===== src/rtl/counter_load_arb_if.sv =====
// Requester/counter-side bundle for counter_load_arb: two req/val/ack channels plus counter controls.
// Latency: none, this is wiring only.
// Backpressure: req is a level held until ack; nothing is queued while the arbiter is busy.
interface counter_load_arb_if #(
    parameter int WIDTH = 8
);
    logic             req_a;
    logic [WIDTH-1:0] val_a;
    logic             ack_a;
    logic             req_b;
    logic [WIDTH-1:0] val_b;
    logic             ack_b;
    logic             load_en;
    logic [WIDTH-1:0] load_val;
    logic             oe;
    logic             busy;
    logic             last_grant;

    // Requester/observer side: drives requests, watches grants and counter controls
    modport master (
        output req_a, val_a, req_b, val_b,
        input  ack_a, ack_b, load_en, load_val, oe, busy, last_grant
    );

    // Arbiter side
    modport slave (
        input  req_a, val_a, req_b, val_b,
        output ack_a, ack_b, load_en, load_val, oe, busy, last_grant
    );
endinterface


===== src/rtl/counter_load_arb.sv =====
// Round-robin arbiter/sequencer sharing one loadable counter between requesters A and B.
// Latency: req sampled in IDLE -> load_en/ack next cycle, then oe for HOLD_CYCLES cycles.
// Backpressure: requests are only sampled in IDLE; a req seen while busy waits for IDLE.
module counter_load_arb #(
    parameter int WIDTH       = 8,
    parameter int HOLD_CYCLES = 4
) (
    input  logic                clk,
    input  logic                rst_n,
    counter_load_arb_if.slave   bus
);
    localparam int CW = (HOLD_CYCLES > 0) ? (($clog2(HOLD_CYCLES + 1) > 0) ? $clog2(HOLD_CYCLES + 1) : 1) : 1;

    localparam logic [1:0] ST_IDLE = 2'd0;
    localparam logic [1:0] ST_LOAD = 2'd1;
    localparam logic [1:0] ST_SHOW = 2'd2;

    logic [1:0]    state;
    logic [CW-1:0] hold_cnt;
    logic          win_b;

    // B wins when it is the only requester, or on a tie when A was granted last
    always_comb begin
        win_b = bus.req_b & (~bus.req_a | ~bus.last_grant);
    end

    // Grant sequencing: IDLE -> LOAD (one cycle) -> SHOW (HOLD_CYCLES cycles) -> IDLE
    always_ff @(posedge clk) begin
        if (!rst_n) begin
            state          <= ST_IDLE;
            hold_cnt       <= '0;
            bus.ack_a      <= 1'b0;
            bus.ack_b      <= 1'b0;
            bus.load_en    <= 1'b0;
            bus.load_val   <= '0;
            bus.oe         <= 1'b0;
            bus.busy       <= 1'b0;
            bus.last_grant <= 1'b1;
        end else begin
            bus.ack_a    <= 1'b0;
            bus.ack_b    <= 1'b0;
            bus.load_en  <= 1'b0;
            bus.load_val <= '0;
            case (state)
                ST_IDLE: begin
                    if (bus.req_a | bus.req_b) begin
                        state          <= ST_LOAD;
                        bus.load_en    <= 1'b1;
                        bus.load_val   <= win_b ? bus.val_b : bus.val_a;
                        bus.ack_a      <= ~win_b;
                        bus.ack_b      <= win_b;
                        bus.last_grant <= win_b;
                        bus.busy       <= 1'b1;
                    end
                end
                ST_LOAD: begin
                    if (HOLD_CYCLES == 0) begin
                        state    <= ST_IDLE;
                        bus.busy <= 1'b0;
                    end else begin
                        state    <= ST_SHOW;
                        bus.oe   <= 1'b1;
                        hold_cnt <= CW'(HOLD_CYCLES - 1);
                    end
                end
                ST_SHOW: begin
                    if (hold_cnt == '0) begin
                        state    <= ST_IDLE;
                        bus.oe   <= 1'b0;
                        bus.busy <= 1'b0;
                    end else begin
                        hold_cnt <= hold_cnt - CW'(1);
                    end
                end
                default: begin
                    state    <= ST_IDLE;
                    bus.oe   <= 1'b0;
                    bus.busy <= 1'b0;
                end
            endcase
        end
    end
endmodule

===== src/flat_wrapper.sv =====
// flat-port wrapper written by rule: the top's interface ports become plain ports
module counter_load_arb_flat 
#(
    parameter int WIDTH       = 8,
    parameter int HOLD_CYCLES = 4
)
  (clk, rst_n, bus_req_a, bus_val_a, bus_req_b, bus_val_b, bus_ack_a, bus_ack_b, bus_load_en, bus_load_val, bus_oe, bus_busy, bus_last_grant);
  counter_load_arb_if #(.WIDTH(WIDTH)) bus_i ();
  input  logic clk;
  input  logic rst_n;
  input wire logic [$bits(bus_i.req_a)-1:0] bus_req_a;
  input wire logic [$bits(bus_i.val_a)-1:0] bus_val_a;
  input wire logic [$bits(bus_i.req_b)-1:0] bus_req_b;
  input wire logic [$bits(bus_i.val_b)-1:0] bus_val_b;
  output wire logic [$bits(bus_i.ack_a)-1:0] bus_ack_a;
  output wire logic [$bits(bus_i.ack_b)-1:0] bus_ack_b;
  output wire logic [$bits(bus_i.load_en)-1:0] bus_load_en;
  output wire logic [$bits(bus_i.load_val)-1:0] bus_load_val;
  output wire logic [$bits(bus_i.oe)-1:0] bus_oe;
  output wire logic [$bits(bus_i.busy)-1:0] bus_busy;
  output wire logic [$bits(bus_i.last_grant)-1:0] bus_last_grant;
  assign bus_i.req_a = bus_req_a;
  assign bus_i.val_a = bus_val_a;
  assign bus_i.req_b = bus_req_b;
  assign bus_i.val_b = bus_val_b;
  assign bus_ack_a = bus_i.ack_a;
  assign bus_ack_b = bus_i.ack_b;
  assign bus_load_en = bus_i.load_en;
  assign bus_load_val = bus_i.load_val;
  assign bus_oe = bus_i.oe;
  assign bus_busy = bus_i.busy;
  assign bus_last_grant = bus_i.last_grant;
  counter_load_arb #(.WIDTH(WIDTH), .HOLD_CYCLES(HOLD_CYCLES)) u_core (.clk(clk), .rst_n(rst_n), .bus(bus_i));
endmodule

===== config.mk =====
export PLATFORM = sky130hd
export DESIGN_NAME = counter_load_arb_flat
export DESIGN_NICKNAME = d
export VERILOG_FILES = /design/src/rtl/counter_load_arb_if.sv /design/src/rtl/counter_load_arb.sv /design/src/flat_wrapper.sv
export SDC_FILE = /design/constraint.sdc
export NUM_CORES = 1
export LEC_CHECK = 0
export BUFFER_PORTS_ARGS = -buffer_cell sky130_fd_sc_hd__buf_2
export CAP_MARGIN = 20
export CORE_MARGIN = 5
export CORE_UTILIZATION = 40
export CTS_CLUSTER_SIZE = 14
export DETAILED_ROUTE_END_ITERATION = 10
export MAX_ROUTING_LAYER = met4
export PLACE_DENSITY_LB_ADDON = 0.25
export SLEW_MARGIN = 40
export SYNTH_ARGS = -nofsm -noshare
export SYNTH_HDL_FRONTEND = slang
export SYNTH_SLANG_ARGS = --single-unit

===== constraint.sdc =====
create_clock -name clk -period 1.4 [get_ports clk]
set_clock_uncertainty 0.2 [all_clocks]
set_input_delay 0.07 -clock clk [delete_from_list [all_inputs] [get_ports clk]]
set_output_delay 0.07 -clock clk [all_outputs]
set_load 0.1 [all_outputs]

# [Word level (Yosys, flattened, before mapping)]
# Index checks and enable logic that the tools add are counted.
[totals] regBits=19 wordCells=44
[classes] addsub=1 eq_ne=5 muxes=11 bitwise=8 n_reduce_logical=10
[ops] cell="$reduce_and A2 Y1" n=5
[ops] cell="$mux W8" n=1
[ops] cell="$pmux W1 S3" n=2
[ops] cell="$pmux W2 S3" n=1
[ops] cell="$pmux W3 S2" n=1
[ops] cell="$reduce_and A3 Y1" n=2
[ops] cell="$not A1 Y1" n=5
[ops] cell="$mux W2" n=2
[ops] cell="$ne A2 B1 Y1 const B" n=2
[ops] cell="$logic_not A3 Y1" n=1
[ops] cell="$mux W1" n=3
[ops] cell="$mux W3" n=1
[ops] cell="$sub A3 B1 Y3 const B" n=1
[ops] cell="$eq A2 B1 Y1 const B" n=1
[ops] cell="$eq A2 B2 Y1 const B" n=1
[ops] cell="$logic_not A2 Y1" n=1
[ops] cell="$ne A2 B2 Y1 const B" n=1
[ops] cell="$or A1 B1 Y1" n=2
[ops] cell="$reduce_bool A2 Y1" n=1
[ops] cell="$and A1 B1 Y1" n=1

# [Depth between registers and ports, before layout]
[depth] word_depth=4 depth_mapped=5 mapped_depth_nobuf=5

# [Worst setup path after synthesis]
# No wires, ideal clock.
[synth_timing] path_kind="register to register" start="register u_core.bus.last_grant" end="register u_core.bus.load_val[0]" arrival_ns=1.612 required_ns=1.083 path_slack_ns=-0.529 path_stages_with_launch=5 path_buffers=1 synth_period_minus_slack_ns=1.929 cell_sequence="dfxtp_1 > nand2_1 > and3_1 > buf_4 > a22o_1"
[synth_between] elab_chain_len=4
[synth_rtl] item="start: declaration" line_no="counter_load_arb_if.sv:28" text="output ack_a, ack_b, load_en, load_val, oe, busy, last_grant"
[synth_rtl] item="start signal: assignment" line_no="counter_load_arb.sv:52" text="bus.last_grant <= win_b;"
[synth_rtl] item="$not A1 Y1" line_no="counter_load_arb.sv:24" text="win_b = bus.req_b & (~bus.req_a | ~bus.last_grant);"
[synth_rtl] item="$or A1 B1 Y1" line_no="counter_load_arb.sv:24"
[synth_rtl] item="$and A1 B1 Y1" line_no="counter_load_arb.sv:24"
[synth_rtl] item="$mux W8" line_no="counter_load_arb.sv:49" text="bus.load_val <= win_b ? bus.val_b : bus.val_a;"
[synth_rtl] item="end signal: assignment" line_no="counter_load_arb.sv:49"
[synth_rtl] item="end: declaration" line_no="counter_load_arb_if.sv:28"
# No other way between the ends.
# A chain may end at the register's enable or synchronous reset.

# [Worst setup path after layout]
[layout_timing] start="register u_core.hold_cnt[1]" end="register u_core.hold_cnt[2]"
[layout_between] elab_chain_len=3 word_cells_on_any_way=6
[layout_rtl] item="start: declaration" line_no="counter_load_arb.sv:19" text="logic [CW-1:0] hold_cnt;"
[layout_rtl] item="start signal: assignment" line_no="counter_load_arb.sv:63" text="hold_cnt <= CW'(HOLD_CYCLES - 1);"
[layout_rtl] item="start signal: assignment" line_no="counter_load_arb.sv:72" text="hold_cnt <= hold_cnt - CW'(1);"
[layout_rtl] item="$sub A3 B1 Y3 / $logic_not A3 Y1 (equally long branches)" line_no="counter_load_arb.sv:72, counter_load_arb.sv:67"
[layout_rtl] item="$mux W3 / $ne A2 B2 Y1 (equally long branches)"
[layout_rtl] item="$pmux W3 S2 / $reduce_and A2 Y1 (equally long branches)"
# Several ways; a longest one is shown, not always the timed one. The select of a mux whose other input is x is not followed.

==> impl_metrics.tcl <==
set metrics [dict create \
    drt-pass1-iter-count 4 \
    die_w_um 53.11 \
    status "finished, violations left" \
    cts_buffer_depth 2 \
    gr-usage-all-layers_pct 16.61 \
    min_path_type "in -> reg" \
    drive_above_1_share_pct 48.51 \
    required_ns 1.45 \
    clk_pin_slew_worst_paths_ns 0.11 \
    cp_slowest_stage_delay_ns 0.47 \
    drc 0 \
    slew_headroom_pct 67.43 \
    ys_seq_area_share_pct 51.18 \
    yosys.area.top_type_share_pct 51.18 \
    clock_latency_ns 0.29 \
    timing.final.crit_share_pct 108.3 \
    synth_largest_area_cell "dfxtp_1" \
    fill_cells 125 \
    grt_overflow 0 \
    setup_viol 5 \
    critPathKind "reg -> reg" \
    final_max_slew_viol_count 0 \
    grt_pass1_vias 743 \
    seqCellArea_um2 394.1 \
    diodes 0 \
    layout_setup_ws_ns -0.1163 \
    synth_seq_cells 19 \
    min_period_ns 1.516 \
    portBuffers 33 \
    synth_cells 71 \
    power.total_mw 1.459 \
    drv_cap 0 \
    critical-path-slowest-cell "or4bb_1" \
    rows 15 \
    tightest_slew_ns 0.4919 \
    layout_commonest_cell "buf_2" \
    synth_area_per_cell_um2 10.47 \
    critPathTopFamily "simple AND/OR/NAND/NOR gates" \
    worstPathArrival_ns 1.56 \
    crit_fanout 2 \
    drt_iter0_drc 13 \
    cts_made_buffers 3 \
    cts.root.buffer_cell "clkbuf_4" \
    viasPerCell 4.774 \
    synth_nets 93 \
    grt_max_degree 12 \
    synth_area_um2 743.2 \
    clockPowerShare_pct 18.5 \
    cts_tree "done" \
    grt_antenna_before_repair 0 \
    placeableCoreArea_um2 1745 \
    dieHeight_um 53.11 \
    final_cell_area_um2 1254 \
    dpl_cell_area_um2 999.7 \
    violations "setup timing" \
    cts_max_level 1 \
    layout_common_cells "buf_2 (33), dlygate4sd3_1 (19), dfxtp_1 (12), buf_4 (10), a22o_1 (8)" \
    p_comb_share_pct 38.8 \
    pwr-share-seq_pct 42.7 \
    multiInputGateArea_um2 347.8 \
    ir_drop_mv 0.6443 \
    powerDensity_nw_per_um2 1164 \
    finalWirelength_mm 2.075 \
    internal_power_mw 0.8915 \
    start_util_pct 42.58 \
    rsz0062_at_grt "yes" \
    die_area_um2 2820 \
    hold_viol 0 \
    io-pin-count 34 \
    p_leak_nw 0.6001 \
    via_count 759 \
    wire_per_inst_um 13.05 \
    place_hpwl_mm 1.306 \
    yosys-top-cells-area "dfxtp_1 (51%), a22o_1 (9.4%), ha_1 (3.4%)" \
    antenna_left 0 \
    hold_slack_ns 0.1027 \
    numClockSinks 19 \
    worstPathCellList "inv_2 > ha_4 > or4bb_1 > a21oi_1 > o21a_1" \
    swShare_pct 38.91 \
    fmax_ghz 0.6595 \
    synth_cell_types 26 \
    ys_warn_count 0 \
    switchingPower_mw 0.5678 \
    grt_first_pass_wirelength_mm 3.243 \
    cp_num_buf_inv 1 \
    syn_to_final_growth_pct 68.69 \
    num-nets-final 157 \
    place_ws_ns -0.1590 \
    crit_path_end_kind "flop" \
    gp_congestion 0.8279 \
    startpoint_type "flop" \
]
[sequential cells by signal, summed over array words and instances (netlist names)]
name / count
u_core.bus.ack_a: 1
u_core.bus.ack_b: 1
u_core.bus.busy: 1
u_core.bus.last_grant: 1
u_core.bus.load_en: 1
u_core.bus.load_val: 8
u_core.bus.oe: 1
u_core.hold_cnt: 3
u_core.state: 2
[metrics by stage]
step	instances	utilization (%)	TNS, ns
floorplan	71	-	-0.1536
CTS	159	71.04	-0.3799
finish	159	71.83	-0.4470
global placement	135	57.28	-0.5513
detailed placement	135	57.28	-0.8384
global route	159	71.83	-0.7385
[kinds of logic (layout without fill, tap and decap cells)]
family / Yosys count / after routing / share of synthesized area (%)
buffers and inverters: 7 / 70 / 5.387
AO/OA/AOI/OAI: 21 / 21 / 22.56
AND/OR/NAND/NOR: 22 / 22 / 17.51
flip-flops: 19 / 19 / 51.18
adder cells (fa/ha/maj): 2 / 2 / 3.366
[timing repair]
action / in CTS / in global routing
endpoints found under the setup margin: 13 / 13
endpoints found under the hold margin: 18 / 0
hold buffers: 19 / 0
gates resized for setup: 5 / 4
pin swaps: 3 / 1
buffers inserted: 1 / 0
[cell type report]
cell class                      count  area share (%)
Clock buffer                        3           1.796
Clock inverter                      1          0.3992
Inverter                            3          0.8982
Multi-Input combinational cell     45           27.74
Sequential cell                    19           31.44
Tap cell                           25           2.495
Timing Repair Buffer               63           35.23
[worst paths after layout]
check	depth (start not counted)	slack (ns)	startpoint	to
worst min register to register	1	0.32	u_core.bus.oe$_SDFFE_PN0P_	u_core.bus.oe$_SDFFE_PN0P_
worst max register to register	5	-0.12	u_core.hold_cnt[1]$_SDFFE_PN0P_	u_core.hold_cnt[2]$_SDFFE_PN0P_
worst min-delay path	4	0.10	rst_n	u_core.state[0]$_SDFFE_PN0P_
worst max-delay path	5	-0.12	u_core.hold_cnt[1]$_SDFFE_PN0P_	u_core.hold_cnt[2]$_SDFFE_PN0P_
[synthesized netlist by cell type (all sizes together)]
cell,n
dfxtp,19
nand2,2
buf,4
a21bo,1
and2,1
a21boi,1
nor3,2
ha,2
o211a,1
nor2,4
o31a,1
nand3,1
o21a,1
a31oi,1
and3,3
a22o,8
nor3b,1
nor2b,3
nand2b,4
o21ai,1
a21oi,4
inv,3
or4bb,1
o221a,2
[per-layer routing]
metal	up-vias	track usage [%]	part of all wire [%]
met5	-	-	0
met3	4	4.789	5.4
li1	382	-	-
met4	0	8.936	1.6
met1	352	14.97	37
met2	21	30.99	55
[worst register-to-register path: stages (launching register included)]
cell	delay [ns]
dfxtp_2	0.36
inv_2	0.05
ha_4	0.15
or4bb_1	0.47
a21oi_1	0.13
o21a_1	0.11
[power by group through the flow]
| stage | registers (mW) | logic [mW] | clock network [mW] |
|---|---|---|---|
| floorplan | 0.878 | 0.135 | 0 |
| global placement | 0.629 | 0.497 | 0 |
| detailed placement | 0.632 | 0.502 | 0 |
| CTS | 0.621 | 0.561 | 0.287 |
| global route | 0.629 | 0.600 | 0.316 |
| finish | 0.623 | 0.566 | 0.270 |
Note: power is estimated with default switching activity, not from simulation.
